[src/rtl/face_color_store.sv]
// Stores six classified cube faces (54 stickers) and checks colour counts.
// Colour codes: W=0 Y=1 O=2 R=3 G=4 B=5, empty entry = 7.
module face_color_store #(
    parameter logic [9:0] TH_HI = 10'd600,
    parameter logic [9:0] TH_LO = 10'd300
) (
    input  logic         Clk,
    input  logic         Reset,
    input  logic         Clear,
    input  logic         facedone,
    input  logic [269:0] ColorBus,
    input  logic [5:0]   rd_addr,
    output logic [2:0]   rd_code,
    output logic [2:0]   face_idx,
    output logic         busy,
    output logic         face_stored,
    output logic         algstart,
    output logic         cube_valid,
    output logic         cube_error
);

    localparam logic [2:0] C_WHITE  = 3'd0;
    localparam logic [2:0] C_YELLOW = 3'd1;
    localparam logic [2:0] C_ORANGE = 3'd2;
    localparam logic [2:0] C_RED    = 3'd3;
    localparam logic [2:0] C_GREEN  = 3'd4;
    localparam logic [2:0] C_BLUE   = 3'd5;
    localparam logic [2:0] C_EMPTY  = 3'd7;

    typedef enum logic [2:0] {
        S_IDLE,
        S_CLASSIFY,
        S_CHECK,
        S_DONE,
        S_ERROR
    } state_t;

    state_t         state_q, state_d;
    logic [2:0]     face_idx_q, face_idx_d;
    logic [3:0]     s_q, s_d;
    logic [269:0]   bus_q, bus_d;
    logic [2:0]     mem_q [54];
    logic [2:0]     mem_d [54];
    logic [5:0]     cnt_q [6];
    logic [5:0]     cnt_d [6];
    logic [2:0]     rd_code_q, rd_code_d;
    logic           face_stored_q, face_stored_d;
    logic           algstart_q, algstart_d;

    logic [8:0]     off;
    logic [29:0]    stk;
    logic [9:0]     r, g, b;
    logic [2:0]     code;
    logic [5:0]     wr_addr;
    logic           all_nine;

    // Classify the latched sticker selected by the sticker counter.
    always_comb begin
        off  = 9'(s_q) * 9'd30;
        stk  = bus_q[off +: 30];
        r    = stk[29:20];
        g    = stk[19:10];
        b    = stk[9:0];
        code = C_BLUE;
        if (r > TH_HI && g > TH_HI && b > TH_HI)
            code = C_WHITE;
        else if (r > TH_HI && g > TH_HI)
            code = C_YELLOW;
        else if (r > TH_HI && g >= TH_LO)
            code = C_ORANGE;
        else if (r > TH_HI)
            code = C_RED;
        else if (g >= r && g >= b)
            code = C_GREEN;
        wr_addr = 6'(face_idx_q) * 6'd9 + 6'(s_q);
    end

    // A legal cube has exactly nine stickers of every colour.
    always_comb begin
        all_nine = 1'b1;
        for (int i = 0; i < 6; i++)
            if (cnt_q[i] != 6'd9)
                all_nine = 1'b0;
    end

    // Next-state logic: latch a face, classify it sticker by sticker, verify.
    always_comb begin
        state_d       = state_q;
        face_idx_d    = face_idx_q;
        s_d           = s_q;
        bus_d         = bus_q;
        mem_d         = mem_q;
        cnt_d         = cnt_q;
        face_stored_d = 1'b0;
        algstart_d    = 1'b0;
        unique case (state_q)
            S_IDLE: begin
                if (facedone && face_idx_q < 3'd6) begin
                    bus_d   = ColorBus;
                    s_d     = 4'd0;
                    state_d = S_CLASSIFY;
                end
            end
            S_CLASSIFY: begin
                mem_d[wr_addr] = code;
                cnt_d[code]    = cnt_q[code] + 6'd1;
                if (s_q == 4'd8) begin
                    s_d           = 4'd0;
                    face_idx_d    = face_idx_q + 3'd1;
                    face_stored_d = 1'b1;
                    state_d = (face_idx_q == 3'd5) ? S_CHECK : S_IDLE;
                end else begin
                    s_d = s_q + 4'd1;
                end
            end
            S_CHECK: begin
                if (all_nine) begin
                    state_d    = S_DONE;
                    algstart_d = 1'b1;
                end else begin
                    state_d = S_ERROR;
                end
            end
            S_DONE:  state_d = S_DONE;
            S_ERROR: state_d = S_ERROR;
            default: state_d = S_IDLE;
        endcase
    end

    // Registered read port; addresses past the last sticker read as empty.
    always_comb begin
        rd_code_d = (rd_addr > 6'd53) ? C_EMPTY : mem_q[rd_addr];
    end

    // State registers; Clear behaves exactly like Reset.
    always_ff @(posedge Clk) begin
        if (Reset || Clear) begin
            state_q       <= S_IDLE;
            face_idx_q    <= 3'd0;
            s_q           <= 4'd0;
            bus_q         <= '0;
            rd_code_q     <= C_EMPTY;
            face_stored_q <= 1'b0;
            algstart_q    <= 1'b0;
            for (int i = 0; i < 54; i++)
                mem_q[i] <= C_EMPTY;
            for (int i = 0; i < 6; i++)
                cnt_q[i] <= 6'd0;
        end else begin
            state_q       <= state_d;
            face_idx_q    <= face_idx_d;
            s_q           <= s_d;
            bus_q         <= bus_d;
            rd_code_q     <= rd_code_d;
            face_stored_q <= face_stored_d;
            algstart_q    <= algstart_d;
            mem_q         <= mem_d;
            cnt_q         <= cnt_d;
        end
    end

    assign rd_code     = rd_code_q;
    assign face_idx    = face_idx_q;
    assign face_stored = face_stored_q;
    assign algstart    = algstart_q;
    assign busy        = (state_q == S_CLASSIFY) || (state_q == S_CHECK);
    assign cube_valid  = (state_q == S_DONE);
    assign cube_error  = (state_q == S_ERROR);

endmodule

[config.mk]
export PLATFORM = sky130hd
export DESIGN_NAME = face_color_store
export DESIGN_NICKNAME = d
export VERILOG_FILES = /design/src/rtl/face_color_store.sv
export SDC_FILE = /design/constraint.sdc
export NUM_CORES = 1
export LEC_CHECK = 0
export CORE_MARGIN = 2
export CORE_UTILIZATION = 30
export CTS_CLUSTER_DIAMETER = 50
export DETAILED_ROUTE_END_ITERATION = 10
export GPL_TIMING_DRIVEN = 0
export HOLD_SLACK_MARGIN = 0.02
export PLACE_DENSITY = 0.47
export REMOVE_ABC_BUFFERS = 1
export SLEW_MARGIN = 0
export SYNTH_ARGS = -nofsm -noshare
export SYNTH_HDL_FRONTEND = slang
export SYNTH_SLANG_ARGS = --single-unit
[constraint.sdc]
create_clock -name Clk -period 5.4 [get_ports Clk]
set_input_delay 0.81 -clock Clk [delete_from_list [all_inputs] [get_ports Clk]]
set_output_delay 0.81 -clock Clk [all_outputs]
set_load 0.03 [all_outputs]
==> flow_metrics.tcl, run 1 <==
set metrics [dict create \
    core.rowCount 98 \
    numPlacedInstances 3688 \
    synthTopCellsByCount "nand2_1 (869), dfxtp_1 (483), a21oi_1 (313), clkbuf_1 (145), mux2i_1 (121)" \
    p_sw_mw 2.26 \
    final_util 0.398 \
    reg2reg_from "s_q[0]" \
    via_count 19000 \
    end_kind "register" \
    initial_utilization 0.304 \
    postRouteAntennaNets 0 \
    timing.rr.end "cnt_q[34]" \
    routed_wl_mm 71.1 \
    grt_usage 0.185 \
    clockBufferDepth 3 \
    reg2regPathDepth 21 \
    slowest_stage "mux4_2" \
    fin_nets 3136 \
    worstSetupStartpointType "register" \
    wl_per_cell_um 18.5 \
    grt_max_degree 87 \
    ys.flop_type "dfxtp_1" \
    viasPerCell 4.94 \
    skew_ps 23.9 \
    overflow 0 \
    max_slew_margin 0.219 \
    drc 0 \
    place_congestion 0.793 \
    pre_cts_ws_ps -1030 \
    multiInputGateArea_um2 11300 \
    min_to "bus_q[7]" \
    seqCellArea_um2 9680 \
    period_needed_ps 5000 \
    timing.fmax_mhz 200 \
    coreArea_um2 71700 \
    antenna_found_initial 22 \
    cts.clk_slew.worst_paths_ps 50 \
    post_route_cells_drive_above_1_share 0.109 \
    finalSetupViolCount 0 \
    pwr-share-clk 0.513 \
    holdWs_ps 450 \
    die_y_um 274 \
    whs_path_depth 2 \
    max_stage_delay_ps 530 \
    rsz0062_at_grt "no" \
    drtIter0Drc 1218 \
    syn_inst 2581 \
    fillers 7223 \
    first_global_vias 18800 \
    syn-cell-area_um2 21800 \
    worst_pin_slew_ps 1160 \
    pwr_density_cell_nw_per_um2 321 \
    min-delay-start "bus_q[7]" \
    cts_sinks 483 \
    seqPwrFrac 0.400 \
    fin_cells 3835 \
    clock_latency_ps 610 \
    synth_edf_count 0 \
    cp.arrival_ps 5460 \
    die_w_um 274 \
    drt_first_pass_iters 5 \
    p_int_mw 6.91 \
    postCtsHoldBufs 0 \
    htreeDepth 3 \
    ys_seq_area_frac 0.443 \
    synth_cell_types 85 \
    slew_violations 0 \
    ioPinCount 291 \
    crit_type "reg2reg" \
    drv_cap 0 \
    ys_async_sr_fraction 0 \
    r2r_slack_ps 400 \
    yosysWarnings 0 \
    grt_pass1_wl_mm 108 \
    worstPathRequired_ps 5860 \
    synth.top_cell.area_share 0.443 \
    synth.most_common_cell "nand2_1" \
    status "finished, final reports clean" \
    cp_max_fo 20 \
    switching_share 0.247 \
    cts_tree "built" \
    synth-seq-cells 483 \
    yosys.area.top_type "dfxtp_1" \
    ys_top_cells_by_area "dfxtp_1 (44%), nand2_1 (15%), a21oi_1 (7.2%)" \
    dp_hpwl_mm 50.2 \
    vdd_drop_max_v 0.000192 \
    cts_made_buffers 71 \
    path_cells "buf_16 > mux4_2 > nand2b_1 > a22oi_2 > ha_1 > nand2b_1 > a21o_1 > a21o_1 > a221oi_2 > o31ai_4 > nand2_2 > mux2i_1 > a22oi_1 > nand2_1 > inv_1 > ha_1 > nand3_1 > nor2_1 > xor2_2 > buf_4 > a21oi_1" \
    p_leak_nw 10.4 \
    root_buffer "clkbuf_16" \
    fin_crit_sh 0.927 \
    die_area_um2 75000 \
    io_buffer_count 290 \
    worst_slack_ps 397 \
    syn_area_per_cell_um2 8.46 \
    synthToLayoutAreaGrowth_pct 30.8 \
    finalHoldViolations 0 \
    pwr-share-comb 0.087 \
    hold_path_class "reg2reg" \
]
## cells by family (layout without fill, tap and decap cells)
group | count (synthesis) | count (layout) | synth area share
compound gates | 605 | 605 | 0.168
xor+xnor | 11 | 11 | 0.00510
fa+ha+maj | 34 | 34 | 0.0198
buf+inv | 214 | 511 | 0.0449
flops | 483 | 483 | 0.443
mux | 192 | 192 | 0.126
other cells | 0 | 7 | 0
simple gates | 1042 | 1042 | 0.194
## sequential cells by signal, summed over array words and instances (netlist names)
signal and flops:
bus_q 270, mem_q 162, face_stored 1, s_q 4, state_q 3, cnt_q 36
face_idx 3, algstart 1, rd_code 3
## per-layer routing
layer | GRT usage | wire, um | up-vias
li1 | - | - | 9424
met1 | 0.231 | 31300 | 8920
met2 | 0.313 | 33600 | 457
met3 | 0.0473 | 4370 | 130
met4 | 0.0558 | 1550 | 28
met5 | 0 | 190 | -
## worst max path at each step
stage | start | end | slack, ps | cells past startpoint
floorplan | facedone | s_q[2] | -15700 | 5
global placement | facedone | bus_q[15] | -29210 | 5
detailed placement | s_q[1] | cnt_q[14] | -1030 | 17
CTS | s_q[0] | cnt_q[34] | 30 | 20
global route | s_q[0] | cnt_q[10] | 30 | 21
finish | s_q[0] | cnt_q[34] | 400 | 21
## worst max-delay path: cells and delay by family (launching register included)
family	cells	cell delay (ps)
DFF	1	510
xor gates and xnor gates	1	150
muxes	2	650
and+or+nand+nor	6	1040
buffers and inverters	3	550
adders and majority gates	2	510
AOI/OAI and AO/OA	7	1410
## placed cells by master (no fill, tap or decap), types with 8 or more instances in the layout
master | Yosys | final
clkbuf_16 | 0 | 74
clkinvlp_4 | 0 | 9
inv_1 | 26 | 26
mux4_2 | 65 | 65
clkbuf_1 | 145 | 9
clkbuf_8 | 0 | 10
a21oi_1 | 313 | 313
buf_4 | 5 | 34
nand2_1 | 869 | 868
clkdlybuf4s50_1 | 0 | 288
nor3_1 | 8 | 8
o211ai_1 | 102 | 102
ha_1 | 33 | 33
mux2i_1 | 121 | 121
dfxtp_1 | 483 | 479
nor2_1 | 74 | 72
o21ai_1 | 9 | 9
o21ai_0 | 84 | 83
nand3_1 | 16 | 16
a22oi_1 | 28 | 24
nand2b_1 | 16 | 15
buf_12 | 3 | 12
buf_16 | 0 | 11
## area by class of cell
cell class / count / area share
inverters: 28 / 0.00368
multi-input cells: 1884 / 0.396
well taps: 950 / 0.0416
diodes: 7 / 0.000613
repair buffers: 354 / 0.134
clock inverters: 38 / 0.0158
clock buffers: 91 / 0.0691
flip-flops and latches: 483 / 0.339
## per-stage QoR
step | area (um^2) | power (mW) | TNS (ps)
6_report | 28600 | 9.18 | 0
3_5_place_dp | 25900 | 4.54 | -36170
3_3_place_gp | 25100 | 4.61 | -8610710
2_1_floorplan | 21000 | 4.17 | -4229300
4_1_cts | 28400 | 9.30 | 0
5_1_grt | 28500 | 9.52 | 0
## repair_timing
item | 4_1_cts | 5_1_grt
cloned | 1 | 2
gates resized for setup | 16 | 6
endpoints found under the setup margin | 90 | 22
buffers inserted | 2 | 6
pin swaps | 1 | 1
endpoints found under the hold margin | 0 | 0
## power by group through the flow
stage	clock, mW	combinational [mW]	sequential (mW)
global placement	0	0.863	3.75
global route	4.97	0.880	3.67
detailed placement	0	0.799	3.74
finish	4.71	0.802	3.67
floorplan	0	0.429	3.74
CTS	4.82	0.808	3.67
(Power assumes the default switching activity.)
==> run 2: changes to the inputs <==
--- a/config.mk
+++ b/config.mk
@@ -6,12 +6,12 @@
 export NUM_CORES = 1
 export LEC_CHECK = 0
 export CORE_MARGIN = 2
-export CORE_UTILIZATION = 30
+export CORE_UTILIZATION = 40
 export CTS_CLUSTER_DIAMETER = 50
 export DETAILED_ROUTE_END_ITERATION = 10
 export GPL_TIMING_DRIVEN = 0
 export HOLD_SLACK_MARGIN = 0.02
-export PLACE_DENSITY = 0.47
+export PLACE_DENSITY = 0.59
 export REMOVE_ABC_BUFFERS = 1
 export SLEW_MARGIN = 0
 export SYNTH_ARGS = -nofsm -noshare
==> run 2 against run 1 <==
  * Design area down 2.9%
  * Maximum frequency about the same
  * Critical path type unchanged
  * Power down 7.5%
  * Sequential power about the same
  * Via count about the same
  * Core utilization up 12 points
  * Clock-buffer cell count down 14
  * Die area down 25%
==> flow_metrics.tcl, run 2 (synthesis results as in run 1) <==
set metrics [dict create \
    cts_made_buffers 58 \
    path_delay_family "simple AND/OR/NAND/NOR gates" \
    ioPinCount 291 \
    timing.fmax_mhz 200 \
    root_buffer "clkbuf_16" \
    drt_first_pass_iters 6 \
    grt_pass1_wl_mm 102 \
    final_util 0.515 \
    die_area_um2 56500 \
    core.rowCount 85 \
    drc 0 \
    fillers 5095 \
    synthToLayoutAreaGrowth_pct 27.1 \
    via_count 19000 \
    clock_latency_ps 620 \
    wl_per_cell_um 18.4 \
    final_cell_mix "nand2_1 (868), dfxtp_1 (479), a21oi_1 (312)" \
    pwr_density_cell_nw_per_um2 306 \
    rsz0062_at_grt "no" \
    fin_crit_sh 0.927 \
    max_slew_margin 0.267 \
    routed_wl_mm 65.6 \
    dp_hpwl_mm 46.2 \
    grt_usage 0.229 \
    overflow 0 \
    status "finished, final reports clean" \
    fin_nets 3124 \
    p_leak_nw 10.2 \
    cp_max_fo 14 \
    coreArea_um2 53900 \
    drv_cap 0 \
    drtIter0Drc 1124 \
    postCtsHoldBufs 0 \
    viasPerCell 5.32 \
    die_w_um 238 \
    io_buffer_count 290 \
    postRouteAntennaNets 0 \
    hold_path_class "reg2reg" \
    finalHoldViolations 0 \
    holdWs_ps 451 \
    largest_register_ffs 270 \
    cts.clk_slew.worst_paths_ps 60 \
    die_y_um 238 \
    clockBufferDepth 3 \
    initial_utilization 0.405 \
    period_needed_ps 5010 \
    cts_tree "built" \
    vdd_drop_max_v 0.000236 \
    grt_max_degree 91 \
    finalSetupViolCount 0 \
    slew_violations 0 \
    largestRegisters "bus_q (270), mem_q (162), cnt_q (36)" \
    layout_commonest_cell "nand2_1" \
    end_kind "register" \
    crit_type "reg2reg" \
    top_register "bus_q" \
    htreeDepth 2 \
    worst_pin_slew_ps 1090 \
    path_cells "nor4b_4 > buf_6 > a22oi_2 > ha_1 > nand2b_1 > a21o_1 > a21o_1 > a221oi_2 > o31ai_4 > nand2_2 > mux2i_1 > a22oi_1 > nand2_1 > inv_1 > ha_1 > nand3_1 > nor2_1 > xor2_2 > a21oi_1" \
    skew_ps 27.8 \
    path_buf_inv 2 \
    max_stage_delay_ps 700 \
    first_global_vias 18800 \
    worstPathRequired_ps 5880 \
    place_congestion 0.821 \
    cts_sinks 483 \
    cp.arrival_ps 5480 \
    post_route_cells_drive_above_1_share 0.103 \
    antenna_found_initial 15 \
    worstSetupStartpointType "register" \
    slowest_stage "nor4b_4" \
]
[run 2: cell types whose count changed in the layout (fill, tap and decap cells not counted), sizes merged]
cell,change
buf,+4
bufbuf,-1
clkbuf,-16
clkinv,-1
clkinvlp,-5
diode,+1
inv,-2
[run 2: cell type report]
type | count | area (um^2) | area share
Multi-Input combinational cell | 1884 | 11300 | 0.407
Tap cell | 696 | 871 | 0.0314
Clock inverter | 30 | 349 | 0.0126
Antenna cell | 8 | 20.0 | 0.000721
Clock buffer | 77 | 1650 | 0.0596
Timing Repair Buffer | 355 | 3770 | 0.136
Inverter | 28 | 105 | 0.00379
Sequential cell | 483 | 9680 | 0.349
[run 2: power breakdown]
group	leakage (nW)	switching (mW)	internal [mW]
sequential	3.92	0.0347	3.63
clock	0.985	1.59	2.45
combinational	5.29	0.420	0.370
[run 2: metal layers]
layer,share of wire,up-vias,wire length (um),track usage
li1,-,9412,-,-
met1,0.41,8911,27000,0.272
met2,0.49,484,32300,0.402
met3,0.062,130,4080,0.0516
met4,0.031,16,2070,0.0863
met5,0.0016,-,103,0
[run 2: stage by stage]
step / TNS, ps / cell area, um^2 / instances / worst slack (ps) / power [mW]
4_1_cts: 0 / 27600 / 3547 / 51.5 / 8.56
3_5_place_dp: -30550 / 25500 / 3431 / -936 / 4.52
2_1_floorplan: -4229300 / 21000 / 2395 / -15700 / 4.17
5_1_grt: 0 / 27700 / 3558 / 55.1 / 8.80
3_3_place_gp: -8165210 / 24700 / 3381 / -28130 / 4.58
6_report: 0 / 27700 / 3561 / 392 / 8.49
[run 2: repair_timing]
| item | in CTS | in global routing |
|---|---|---|
| pin swaps | 0 | 1 |
| endpoints found under the setup margin | 88 | 30 |
| setup buffers | 9 | 6 |
| resized for setup | 14 | 6 |
| cloned | 0 | 0 |
[run 2: worst reg2reg max path, delay by kind of cell (launching register included)]
| kind | cells | cell delay (ps) |
|---|---|---|
| compound gates | 7 | 1250 |
| xor+xnor | 1 | 330 |
| fa+ha+maj | 2 | 530 |
| buf+inv | 2 | 420 |
| flops | 1 | 650 |
| mux | 1 | 110 |
| simple gates | 6 | 1570 |
[run 2: path summary, 6_finish.rpt]
check              from         end  cells past startpoint  slack (ps)
max              s_q[3]   cnt_q[34]                     19         390
min          bus_q[159]  bus_q[159]                      2         450
max reg2reg      s_q[3]   cnt_q[34]                     19         390
min reg2reg  bus_q[159]  bus_q[159]                      2         450
